$ cat src/rtl/mc_controller.sv
// mc_controller: multicycle MIPS control FSM with combinational ALU decoder.
// Optional bne support is compiled in when the MC_BNE_EN macro is defined.
module mc_controller (
    input  logic       clk,
    input  logic       reset,
    input  logic [5:0] op,
    input  logic [5:0] funct,
    input  logic       zero,
    output logic       pcen,
    output logic       irwrite,
    output logic       regwrite,
    output logic       memwrite,
    output logic       alusrca,
    output logic       iord,
    output logic       memtoreg,
    output logic       regdst,
    output logic [1:0] alusrcb,
    output logic [1:0] pcsrc,
    output logic [2:0] alucontrol,
    output logic       badop
);

    typedef enum logic [3:0] {
        S_FETCH, S_DECODE, S_MEMADR, S_MEMRD, S_MEMWB, S_MEMWR,
        S_EXECUTE, S_ALUWB, S_BRANCH, S_ADDIEX, S_ADDIWB, S_JUMP
    } state_t;

    localparam logic [5:0] OP_RTYPE = 6'b000000;
    localparam logic [5:0] OP_LW    = 6'b100011;
    localparam logic [5:0] OP_SW    = 6'b101011;
    localparam logic [5:0] OP_BEQ   = 6'b000100;
    localparam logic [5:0] OP_ADDI  = 6'b001000;
    localparam logic [5:0] OP_J     = 6'b000010;

    localparam logic [5:0] FN_ADD = 6'b100000;
    localparam logic [5:0] FN_SUB = 6'b100010;
    localparam logic [5:0] FN_AND = 6'b100100;
    localparam logic [5:0] FN_OR  = 6'b100101;
    localparam logic [5:0] FN_SLT = 6'b101010;

    state_t     state_q, state_d;
    logic       pcwrite;
    logic       branch;
    logic [1:0] aluop;
    logic       rtype_ok;

    assign rtype_ok = (funct == FN_ADD) || (funct == FN_SUB) || (funct == FN_AND) ||
                      (funct == FN_OR)  || (funct == FN_SLT);

    // NOTE: sequential state uses non-blocking assignments so every flop samples pre-edge values.
    always_ff @(posedge clk or posedge reset) begin
        if (reset) begin
            state_q <= S_FETCH;
        end else begin
            state_q <= state_d;
        end
    end

    always_comb begin
        // NOTE: every output gets a default first, so no path through the case infers a latch.
        state_d  = state_q;
        pcwrite  = 1'b0;
        branch   = 1'b0;
        irwrite  = 1'b0;
        regwrite = 1'b0;
        memwrite = 1'b0;
        alusrca  = 1'b0;
        iord     = 1'b0;
        memtoreg = 1'b0;
        regdst   = 1'b0;
        alusrcb  = 2'b00;
        pcsrc    = 2'b00;
        aluop    = 2'b00;
        badop    = 1'b0;

        case (state_q)
            S_FETCH: begin
                alusrcb = 2'b01;
                irwrite = 1'b1;
                pcwrite = 1'b1;
                state_d = S_DECODE;
            end
            S_DECODE: begin
                alusrcb = 2'b11;
                case (op)
                    OP_LW, OP_SW: state_d = S_MEMADR;
                    OP_RTYPE: begin
                        if (rtype_ok) begin
                            state_d = S_EXECUTE;
                        end else begin
                            badop   = 1'b1;
                            state_d = S_FETCH;
                        end
                    end
                    OP_BEQ:  state_d = S_BRANCH;
                    OP_ADDI: state_d = S_ADDIEX;
                    OP_J:    state_d = S_JUMP;
`ifdef MC_BNE_EN
                    6'b000101: state_d = S_BRANCH;
`endif
                    default: begin
                        badop   = 1'b1;
                        state_d = S_FETCH;
                    end
                endcase
            end
            S_MEMADR: begin
                alusrca = 1'b1;
                alusrcb = 2'b10;
                state_d = (op == OP_LW) ? S_MEMRD : S_MEMWR;
            end
            S_MEMRD: begin
                iord    = 1'b1;
                state_d = S_MEMWB;
            end
            S_MEMWB: begin
                memtoreg = 1'b1;
                regwrite = 1'b1;
                state_d  = S_FETCH;
            end
            S_MEMWR: begin
                iord     = 1'b1;
                memwrite = 1'b1;
                state_d  = S_FETCH;
            end
            S_EXECUTE: begin
                alusrca = 1'b1;
                aluop   = 2'b10;
                state_d = S_ALUWB;
            end
            S_ALUWB: begin
                regdst   = 1'b1;
                regwrite = 1'b1;
                state_d  = S_FETCH;
            end
            S_BRANCH: begin
                alusrca = 1'b1;
                aluop   = 2'b01;
                pcsrc   = 2'b01;
                branch  = 1'b1;
                state_d = S_FETCH;
            end
            S_ADDIEX: begin
                alusrca = 1'b1;
                alusrcb = 2'b10;
                state_d = S_ADDIWB;
            end
            S_ADDIWB: begin
                regwrite = 1'b1;
                state_d  = S_FETCH;
            end
            S_JUMP: begin
                pcsrc   = 2'b10;
                pcwrite = 1'b1;
                state_d = S_FETCH;
            end
            default: state_d = S_FETCH;
        endcase
    end

`ifdef MC_BNE_EN
    // The instruction register still holds op in BRANCH, so bne is recovered from it there.
    logic bne;
    assign bne  = branch && (op == 6'b000101);
    assign pcen = pcwrite | (branch & ~bne & zero) | (bne & ~zero);
`else
    assign pcen = pcwrite | (branch & zero);
`endif

    always_comb begin
        alucontrol = 3'b010;
        case (aluop)
            2'b00: alucontrol = 3'b010;
            2'b01: alucontrol = 3'b110;
            default: begin
                case (funct)
                    FN_ADD:  alucontrol = 3'b010;
                    FN_SUB:  alucontrol = 3'b110;
                    FN_AND:  alucontrol = 3'b000;
                    FN_OR:   alucontrol = 3'b001;
                    FN_SLT:  alucontrol = 3'b111;
                    default: alucontrol = 3'b010;
                endcase
            end
        endcase
    end

endmodule

$ cat config.mk
export PLATFORM = sky130hd
export DESIGN_NAME = mc_controller
export DESIGN_NICKNAME = d
export VERILOG_FILES = /design/src/rtl/mc_controller.sv
export SDC_FILE = /design/constraint.sdc
export NUM_CORES = 1
export LEC_CHECK = 0
export BUFFER_PORTS_ARGS = -buffer_cell sky130_fd_sc_hd__buf_4
export CAP_MARGIN = 20
export CORE_UTILIZATION = 34
export CTS_CLUSTER_DIAMETER = 50
export DETAILED_ROUTE_END_ITERATION = 6
export PLACE_DENSITY = 0.62
export RECOVER_POWER = 50
export SETUP_SLACK_MARGIN = 0.3
export SLEW_MARGIN = 20
export SYNTH_ARGS = -nofsm -noshare
export SYNTH_HDL_FRONTEND = slang
export SYNTH_SLANG_ARGS = --single-unit
$ cat constraint.sdc
create_clock -name clk -period 1.7 [get_ports clk]
set_clock_uncertainty 0.2 [all_clocks]
set_input_delay 0 -clock clk [delete_from_list [all_inputs] [get_ports clk]]
set_output_delay 0 -clock clk [all_outputs]
set_load 0.1 [all_outputs]
==> flow_metrics.env, run 1 <==
export IMPL_path_buf_inv=2
export IMPL_num_rows=14
export IMPL_synthArstFlopShare_pct=100
export IMPL_synth_edf_count=0
export IMPL_dr_total_vias=974
export IMPL_largest_register="state_q"
export IMPL_hpwl_um=1400
export IMPL_seq_area_frac_synth_pct=18.1
export IMPL_cp_cell_sequence="inv_2 -> or3_4 -> a21oi_4 -> buf_12"
export IMPL_crit_arrival_ns=1.59
export IMPL_path_clk_slew_ns=0.06
export IMPL_finalCritPeriodShare_pct=105
export IMPL_p_per_area_nw_per_um2=1490
export IMPL_multiInputGateArea_sq_um=631
export IMPL_n_antenna_cell=0
export IMPL_setup_ws_ns=-0.0863
export IMPL_final_setup_tns_ns=-0.405
export IMPL_grt_pass1_vias=948
export IMPL_syn_area_per_cell_sq_um=7.11
export IMPL_grt_setup_unrepaired="true"
export IMPL_peakVddDrop_uv=1520
export IMPL_netlist_area_sq_um=554
export IMPL_maxCapViolations=0
export IMPL_syn_nets=93
export IMPL_grt_usage_pct=34.8
export IMPL_hp_class="input port to flop"
export IMPL_leakage_nw=0.600
export IMPL_grt_overflow_total=0
export IMPL_yosys_area_top_type="dfrtp_1"
export IMPL_cp_slowest_cell="or3_4"
export IMPL_areaGrowthSynthToFinish_pct=162
export IMPL_path_max_fanout=3
export IMPL_ys_warn_count=0
export IMPL_start_util_pct=36.8
export IMPL_routedWlPerCell_um=24.1
export IMPL_layout_cells_non_filler=147
export IMPL_synth_ff_type="dfrtp_1"
export IMPL_fin_nets=147
export IMPL_grt_max_degree=14
export IMPL_cts_buffers=3
export IMPL_drc=0
export IMPL_finalMaxSlewViolations=0
export IMPL_crit_type="flop to output port"
export IMPL_io_buffers=30
export IMPL_finalHoldViolations=2
export IMPL_grt_pass1_wl_um=4730
export IMPL_worst_slew_pin_slew_ns=0.498
export IMPL_insertion_delay_ns=0.26
export IMPL_post_route_util_pct=96.4
export IMPL_yosys_top_cells_area="dfrtp_1, nor3_1, nor2_1"
export IMPL_worstSetupStartpointType="flop"
export IMPL_fp_coreArea_sq_um=1510
export IMPL_vias_per_cell=6.63
export IMPL_drive_gt1_share_pct=69.5
export IMPL_slowest_delay_ns=0.44
export IMPL_slew_headroom_pct=66.5
export IMPL_antenna_found_initial=0
export IMPL_synth_top_area_share_pct=18.1
export IMPL_drtAntennaViolNets=0
export IMPL_hold_slack_ns=-0.0467
export IMPL_synthCells=78
export IMPL_htreeDepth=1
export IMPL_die_h_um=42.4
export IMPL_ys_seq_elements=4
export IMPL_cpLargestDelayFamily="simple AND/OR/NAND/NOR gates"
export IMPL_routed_wl_um=3540
export IMPL_regArea_sq_um=104
export IMPL_final_min_clock_period_ns=1.79
export IMPL_cp_end_kind="output port"
export IMPL_power_mw=2.17
export IMPL_io_pins=31
export IMPL_fmax_mhz=560
export IMPL_n_fill_cell=30
export IMPL_cts_sinks=4
export IMPL_placed_cells=126
export IMPL_required_ns=1.50
export IMPL_cts_buffer_depth=2
export IMPL_synth_cell_types=38
export IMPL_gp_congestion=0.856
export IMPL_pre_cts_ws_ns=0.0477
export IMPL_first_iter_violations=91
export IMPL_largest_reg_flops=4
export IMPL_violations="negative hold slack, negative setup slack"
export IMPL_die_w_um=42.4
export IMPL_top_regs="state_q (4)"
export IMPL_setup_viol=9
export IMPL_dr_pass1_iters=6
export IMPL_dieArea_sq_um=1800
export IMPL_cts_root_buf="clkbuf_4"
export IMPL_status="complete, but fails checks"
export IMPL_cts_tree="done"
-- stage by stage --
step | cell area (sq um) | hold slack [ns]
2_1_floorplan | 742 | -0.434
3_3_place_gp | 993 | -0.308
3_5_place_dp | 993 | -0.310
4_1_cts | 1380 | -0.0843
5_1_grt | 1450 | -0.0167
6_report | 1450 | -0.0467
-- final cells by class --
cell class | instances | share of cell area [%]
inverters | 4 | 1.03
repair buffers | 56 | 45.2
clock buffers | 4 | 1.81
well taps | 16 | 1.38
flip-flops and latches | 4 | 7.15
multi-input cells | 63 | 43.4
-- report_power, final --
part | internal [mW] | total, mW | switching [mW] | leakage (nW)
clock network | 0.0894 | 0.149 | 0.0596 | 0.0150
logic | 0.742 | 1.85 | 1.11 | 0.536
registers | 0.119 | 0.173 | 0.0537 | 0.0490
-- worst register-to-register path, cell delays in order, from the launching register on --
cell and delay [ns]:
dfrtp_2 0.50, buf_6 0.16, nor3_4 0.21, buf_4 0.15
buf_6 0.08, a41o_1 0.19
-- routing by layer --
layer,GRT usage [%],vias to the layer above,wire length (um)
met3,3.88,47,322
met2,64.6,103,1770
met1,37.7,430,1110
met4,18.8,0,340
met5,0,-,0
li1,-,394,-
-- cells in the mapped netlist, drive strengths merged, types with 3 or more instances --
library cell / count
nand3: 3
nor3: 7
dfrtp: 4
xor2: 3
nor2: 7
buf: 5
o21ai: 5
nand2: 5
nand2b: 3
inv: 4
-- logic make-up (layout without fill, tap and decap cells) --
group / count (synthesis) / after routing / share of synthesized area (%)
AND/OR/NAND/NOR: 36 / 36 / 35.4
flip-flops: 4 / 4 / 18.1
adder cells (fa/ha/maj): 1 / 1 / 2.03
XOR/XNOR: 3 / 3 / 4.74
AO/OA/AOI/OAI: 22 / 22 / 28.9
buffers and inverters: 11 / 64 / 9.03
multiplexers: 1 / 1 / 1.81
-- worst paths after layout --
path | startpoint | end | slack (ns) | depth (start not counted)
setup reg to reg | state_q[3] | state_q[1] | 0.13 | 5
hold reg to reg | state_q[1] | state_q[0] | 0.47 | 2
max in group asynchronous | reset | state_q[2] | 0.55 | 4
min in group asynchronous | reset | state_q[3] | 0.55 | 4
hold / removal | op[4] | state_q[3] | -0.05 | 4
setup / recovery | state_q[1] | alusrcb[1] | -0.09 | 4
-- cells in the final DEF, fill, tap and decap left out, types with 2 or more instances in the layout --
cell type,synthesis,routed
a21oi_4,0,2
buf_12,0,15
buf_4,1,27
buf_6,0,9
clkbuf_4,0,4
dfrtp_2,0,3
dlygate4sd3_1,0,3
inv_1,4,2
inv_2,0,2
nand2_1,5,2
nand2_4,0,2
nand2b_4,0,2
nand3_1,3,3
nor2_1,7,3
nor2_4,0,4
nor3_1,6,2
nor3_4,0,4
o21ai_0,5,2
o21ai_1,0,2
o22ai_1,2,2
xor2_1,3,3
-- timing repair --
action,4_1_cts,5_1_grt
gates cloned,0,0
hold buffers,2,1
endpoints found under the setup margin,17,20
gates resized for setup,60,9
setup buffers,12,2
endpoints found under the hold margin,7,2
pin swaps,6,3
(Power assumes the default switching activity.)
==> inputs of run 2 (changes only) <==
ABC_AREA = 1   (was default)
clock period = 1.8 ns   (was 1.7 ns; I/O delays follow)
==> flow_metrics.env, run 2 <==
export IMPL_status="finished clean"
export IMPL_synth_edf_count=0
export IMPL_crit_arrival_ns=1.51
export IMPL_hpwl_um=1320
export IMPL_gp_congestion=0.743
export IMPL_setup_ws_ns=0.0914
export IMPL_cts_sinks=4
export IMPL_routedWlPerCell_um=16.2
export IMPL_slew_headroom_pct=66.9
export IMPL_hold_slack_ns=0.0518
export IMPL_cts_buffers=3
export IMPL_die_w_um=42.2
export IMPL_finalHoldViolations=0
export IMPL_grt_setup_unrepaired="true"
export IMPL_final_min_clock_period_ns=1.71
export IMPL_dr_pass1_iters=6
export IMPL_routed_wl_um=2660
export IMPL_grt_met1_usage_pct=29.0
export IMPL_insertion_delay_ns=0.25
export IMPL_start_util_pct=36.5
export IMPL_grt_max_degree=8
export IMPL_gr_usage_met3_pct=3.88
export IMPL_dpl_cell_area_sq_um=916
export IMPL_path_clk_slew_ns=0.05
export IMPL_path_max_fanout=4
export IMPL_largest_register="state_q"
export IMPL_synthCells=98
export IMPL_hp_class="input port to flop"
export IMPL_cts_root_buf="clkbuf_4"
export IMPL_netlist_area_sq_um=551
export IMPL_final_cell_mix="buf_4, nand2_1, nor2_1"
export IMPL_finalCritPeriodShare_pct=94.9
export IMPL_antenna_found_initial=0
export IMPL_grt_pass1_wl_um=3680
export IMPL_seq_area_frac_synth_pct=18.2
export IMPL_areaGrowthSynthToFinish_pct=130
export IMPL_yosys_area_top_type="dfrtp_1"
export IMPL_yosys_top_cells_count="nor2_1, nand2_1, inv_1, inv_2, nand3_1"
export IMPL_dieArea_sq_um=1780
export IMPL_worstSetupStartpointType="flop"
export IMPL_yosys_top_cells_area="dfrtp_1, nor2_1, nand2_1"
export IMPL_cp_end_kind="output port"
export IMPL_required_ns=1.60
export IMPL_first_iter_violations=40
export IMPL_fin_area_sq_um=1260
export IMPL_layout_commonest_cell="buf_4"
export IMPL_n_antenna_cell=0
export IMPL_top_regs="state_q (4)"
export IMPL_drc=0
export IMPL_cts_buffer_depth=2
export IMPL_maxCapViolations=0
export IMPL_synth_top_area_share_pct=18.2
export IMPL_ys_seq_elements=4
export IMPL_syn_nets=113
export IMPL_dr_total_vias=899
export IMPL_worst_slew_pin_slew_ns=0.500
export IMPL_drive_gt1_share_pct=60.1
export IMPL_synth_ff_type="dfrtp_1"
export IMPL_ys_warn_count=0
export IMPL_setup_viol=0
export IMPL_synth_most_common_cell="nor2_1"
export IMPL_grt_overflow_total=0
export IMPL_syn_area_per_cell_sq_um=5.62
export IMPL_fmax_mhz=585
export IMPL_grt_usage_pct=26.7
export IMPL_grt_pass1_vias=848
export IMPL_grt_use_met2_pct=49.5
export IMPL_io_pins=31
export IMPL_synthArstFlopShare_pct=100
export IMPL_p_per_area_nw_per_um2=1460
export IMPL_vias_per_cell=5.48
export IMPL_htreeDepth=1
export IMPL_fp_coreArea_sq_um=1510
export IMPL_synth_cell_types=20
export IMPL_finalMaxSlewViolations=0
export IMPL_num_rows=14
export IMPL_pre_cts_ws_ns=0.328
export IMPL_die_h_um=42.2
export IMPL_cts_tree="done"
export IMPL_drtAntennaViolNets=0
export IMPL_fin_nets=164
export IMPL_busiest_layer="met2"
export IMPL_largest_reg_flops=4
export IMPL_leakage_nw=0.608
export IMPL_peakVddDrop_uv=924
export IMPL_io_buffers=30
export IMPL_crit_type="flop to output port"
-- run 2: changes by cell type after synthesis, moves of 4 or more --
cell     delta
buf_2       -4
nor2_2      +7
nor2_1     +10
nand2_1     +8
nor3_1      -5
inv_1       +8
inv_2       +9
nand3_1     +6
-- run 2: kinds of logic (layout without fill, tap and decap cells) --
group,after synthesis,after routing,synth area share [%]
DFF,4,4,18.2
and+or+nand+nor,58,58,53.4
buffers and inverters,22,72,15.0
AOI/OAI and AO/OA,14,14,13.4
-- run 2: what timing repair did --
item,4_1_cts,5_1_grt
cloned,0,0
endpoints found under the hold margin,7,0
resized for setup,44,13
pin swaps,5,10
hold buffers,4,0
setup endpoints to repair,14,16
buffers inserted,8,4
-- run 2: path summary, 6_finish.rpt --
kind	startpoint	endpoint	slack, ns	cells past startpoint
setup / recovery	state_q[0]	pcen	0.09	7
setup reg to reg	state_q[3]	state_q[1]	0.23	8
max in group asynchronous	reset	state_q[2]	0.61	4
hold reg to reg	state_q[1]	state_q[2]	0.57	3
min in group asynchronous	reset	state_q[0]	0.63	4
hold / removal	op[0]	state_q[1]	0.05	7
-- run 2: final cells by class --
| type | count | area (sq um) |
|---|---|---|
| repair buffers | 46 | 480 |
| inverters | 22 | 95.1 |
| flip-flops and latches | 4 | 101 |
| fillers | 79 | 243 |
| multi-input cells | 72 | 541 |
| well taps | 16 | 20.0 |
| clock buffers | 4 | 26.3 |
-- run 2: per-layer routing --
| layer | share of wire (%) | vias up |
|---|---|---|
| met3 | 5.6 | 21 |
| met1 | 37 | 413 |
| met5 | 0 | - |
| met4 | 7.4 | 0 |
| met2 | 50 | 55 |
| li1 | - | 410 |
-- run 2: metrics by stage --
stage          std cells  setup TNS [ns]  utilization (%)  power (mW)
2_1_floorplan         98        -0.00537                -        1.09
6_report             164               0             83.9        1.85
3_5_place_dp         144               0             60.8        1.30
3_3_place_gp         144               0             60.8        1.29
4_1_cts              160               0             81.4        1.69
5_1_grt              164               0             83.9        1.89
-- run 2: where the power goes --
part           switching [mW]  total (mW)  internal [mW]  leakage (nW)
sequential             0.0222       0.134          0.111        0.0516
combinational            1.09        1.59          0.498         0.541
clock                  0.0446       0.128         0.0836        0.0150
-- run 2: critical path, stage by stage (launching register included) --
cell and delay [ns]:
dfrtp_1 0.38, buf_4 0.15, nor2_2 0.11, inv_2 0.11, nor2_4 0.14, a21oi_2 0.08, o21ai_4 0.08, buf_12 0.19
==> inputs of run 3 (changes only) <==
CORE_UTILIZATION = 42   (was 34)
PLACE_DENSITY = 0.75   (was 0.62)
==> flow_metrics.env, run 3 <==
export IMPL_yosys_area_top_type="dfrtp_1"
export IMPL_num_rows=12
export IMPL_start_util_pct=47.6
export IMPL_synthArstFlopShare_pct=100
export IMPL_first_error="[ERROR DPL-0038] Utilization greater than 100%, impossible to legalize"
export IMPL_synthCells=98
export IMPL_cts_buffers=3
export IMPL_io_pins=31
export IMPL_synth_most_common_cell="nor2_1"
export IMPL_synth_cell_types=20
export IMPL_status="stopped before the end"
export IMPL_cts_buffer_depth=2
export IMPL_yosys_top_cells_area="dfrtp_1, nor2_1, nand2_1"
export IMPL_die_h_um=38.2
export IMPL_postCtsSetupRepairBufs=6
export IMPL_hpwl_um=1370
export IMPL_syn_area_per_cell_sq_um=5.62
export IMPL_stop_stage="4_1_cts"
export IMPL_io_buffers=30
export IMPL_syn_nets=113
export IMPL_yosys_top_cells_count="nor2_1, nand2_1, inv_1, inv_2, nand3_1"
export IMPL_netlist_area_sq_um=551
export IMPL_cts_sinks=4
export IMPL_htreeDepth=1
export IMPL_cts_root_buf="clkbuf_4"
export IMPL_dpl_cell_area_sq_um=913
export IMPL_seq_area_frac_synth_pct=18.2
export IMPL_ys_warn_count=0
export IMPL_synth_edf_count=0
export IMPL_cts_resized=37
export IMPL_synth_ff_type="dfrtp_1"
export IMPL_pre_cts_ws_ns=0.308
export IMPL_ys_seq_elements=4
export IMPL_placed_cells=142
export IMPL_postCtsHoldBufs=3
export IMPL_synth_top_area_share_pct=18.2
export IMPL_die_w_um=38.2
export IMPL_gp_congestion=0.870
[run 3: cell counts after synthesis]
Identical to the previous run, type by type.
[run 3: cell families after synthesis]
logic type / synth area share, %
and+or+nand+nor: 53.4
buffers and inverters: 15.0
AOI/OAI and AO/OA: 13.4
DFF: 18.2
[run 3: metrics by stage]
stage | TNS [ns] | hold WS (ns)
after floorplan | -0.00537 | -0.434
after global placement | 0 | -0.310
after detailed placement | 0 | -0.305
==> inputs of run 4 (changes only) <==
CORE_AREA = 2 2 63 65   (was default)
CORE_UTILIZATION = default   (was 42)
CTS_CLUSTER_DIAMETER = default   (was 50)
DIE_AREA = 0 0 65 67   (was default)
PLACE_DENSITY = default   (was 0.75)
PLACE_DENSITY_LB_ADDON = 0.15   (was default)
SETUP_SLACK_MARGIN = default   (was 0.3)
==> flow_metrics.env, run 4 (same netlist as run 2, synthesis figures left out) <==
export IMPL_reg2reg_from="state_q[1]"
export IMPL_final_min_clock_period_ns=1.69
export IMPL_fp_coreArea_sq_um=3610
export IMPL_fmax_mhz=593
export IMPL_n_antenna_cell=0
export IMPL_insertion_delay_ns=0.21
export IMPL_top_regs="state_q (4)"
export IMPL_routedWlPerCell_um=9.63
export IMPL_cts_root_buf="clkbuf_8"
export IMPL_areaGrowthSynthToFinish_pct=74.1
export IMPL_routed_wl_um=1750
export IMPL_dr_pass1_iters=4
export IMPL_io_buffers=30
export IMPL_grt_usage_pct=7.91
export IMPL_p_per_area_nw_per_um2=1540
export IMPL_antenna_found_initial=0
export IMPL_r2r_setup_slack_ns=0.36
export IMPL_drive_gt1_share_pct=47.0
export IMPL_hpwl_um=1520
export IMPL_required_ns=1.60
export IMPL_path_max_fanout=7
export IMPL_power_mw=1.48
export IMPL_cp_end_kind="output port"
export IMPL_gp_congestion=0.821
export IMPL_layout_commonest_cell="buf_4"
export IMPL_hp_class="input port to async pin"
export IMPL_largest_register="state_q"
export IMPL_path_clk_slew_ns=0.03
export IMPL_worstSetupStartpointType="flop"
export IMPL_peakVddDrop_uv=397
export IMPL_grt_max_degree=8
export IMPL_leakage_nw=0.487
export IMPL_cts_buffers=3
export IMPL_drtAntennaViolNets=0
export IMPL_grt_pass1_wl_um=2750
export IMPL_die_h_um=67
export IMPL_r2r_cells=6
export IMPL_setup_ws_ns=0.113
export IMPL_vias_per_cell=3.93
export IMPL_finalCritPeriodShare_pct=93.7
export IMPL_finalHoldViolations=0
export IMPL_grt_pass1_vias=651
export IMPL_post_route_util_pct=26.6
export IMPL_largest_reg_flops=4
export IMPL_crit_start="state_q[1]"
export IMPL_r2r_end="state_q[2]"
export IMPL_pre_cts_ws_ns=0.336
export IMPL_io_pins=31
export IMPL_start_util_pct=15.3
export IMPL_htreeDepth=1
export IMPL_worst_slew_pin_slew_ns=0.540
export IMPL_dieArea_sq_um=4360
export IMPL_drc=0
export IMPL_cts_sinks=4
export IMPL_finalMaxSlewViolations=0
export IMPL_maxCapViolations=0
export IMPL_first_iter_violations=15
export IMPL_num_rows=22
export IMPL_cts_buffer_depth=2
export IMPL_dr_total_vias=716
export IMPL_fin_nets=151
export IMPL_grt_setup_unrepaired="false"
export IMPL_slew_headroom_pct=64.2
export IMPL_crit_arrival_ns=1.49
export IMPL_final_cell_mix="buf_4, nor2_1, nand2_1"
export IMPL_grt_overflow_total=0
export IMPL_setup_viol=0
export IMPL_status="finished clean"
export IMPL_cts_tree="done"
export IMPL_crit_type="flop to output port"
export IMPL_postCtsSetupRepairBufs=0
export IMPL_die_w_um=65
==> run 4: worst max path at each step <==
stage / endpoint / slack, ns
6_report: iord / 0.11
2_1_floorplan: iord / -0.49
5_1_grt: alucontrol[1] / 0.01
3_5_place_dp: pcen / 0.34
4_1_cts: badop / 0.05
3_3_place_gp: pcen / 0.35
==> run 4: final cells by class <==
class,count,area (sq um)
Clock buffer,3,41.3
Multi-Input combinational cell,72,422
Tap cell,48,60.1
Sequential cell,4,100
Fill cell,397,2650
Timing Repair Buffer,33,253
Inverter,22,82.6
==> run 4: what timing repair did <==
| action | CTS | global route |
|---|---|---|
| endpoints found under the setup margin | 0 | 1 |
| hold buffers | 3 | 0 |
| resized for setup | 0 | 2 |
| hold endpoints to repair | 6 | 0 |
==> run 4: stage by stage <==
step | TNS [ns] | std cells | instance area [sq um] | hold slack [ns]
2_1_floorplan | -1.65 | 98 | 607 | -0.434
3_3_place_gp | 0 | 176 | 892 | -0.308
3_5_place_dp | 0 | 176 | 892 | -0.304
4_1_cts | 0 | 182 | 963 | 0.0243
5_1_grt | 0 | 182 | 958 | 0.0592
6_report | 0 | 182 | 958 | 0.0354
==> run 4: where the power goes <==
part	internal (mW)	total [mW]	switching, mW	leakage [nW]
Sequential	0.111	0.137	0.0255	0.0533
Clock	0.142	0.184	0.0422	0.0216
Combinational	0.245	1.16	0.911	0.412
==> run 4: worst max-delay path: stages, from the launching register on <==
cell and delay [ns]:
dfrtp_1 0.44, nor2_1 0.24, inv_1 0.13, o21ai_1 0.16
buf_4 0.31
==> run 4: per-layer routing <==
metal  part of all wire (%)  vias to the layer above  track usage [%]
met5                      0                        -                0
met4                      0                        0             3.19
met3                    6.3                        0             1.35
met2                     49                       27             14.0
met1                     44                      304             9.40
li1                       -                      385                -
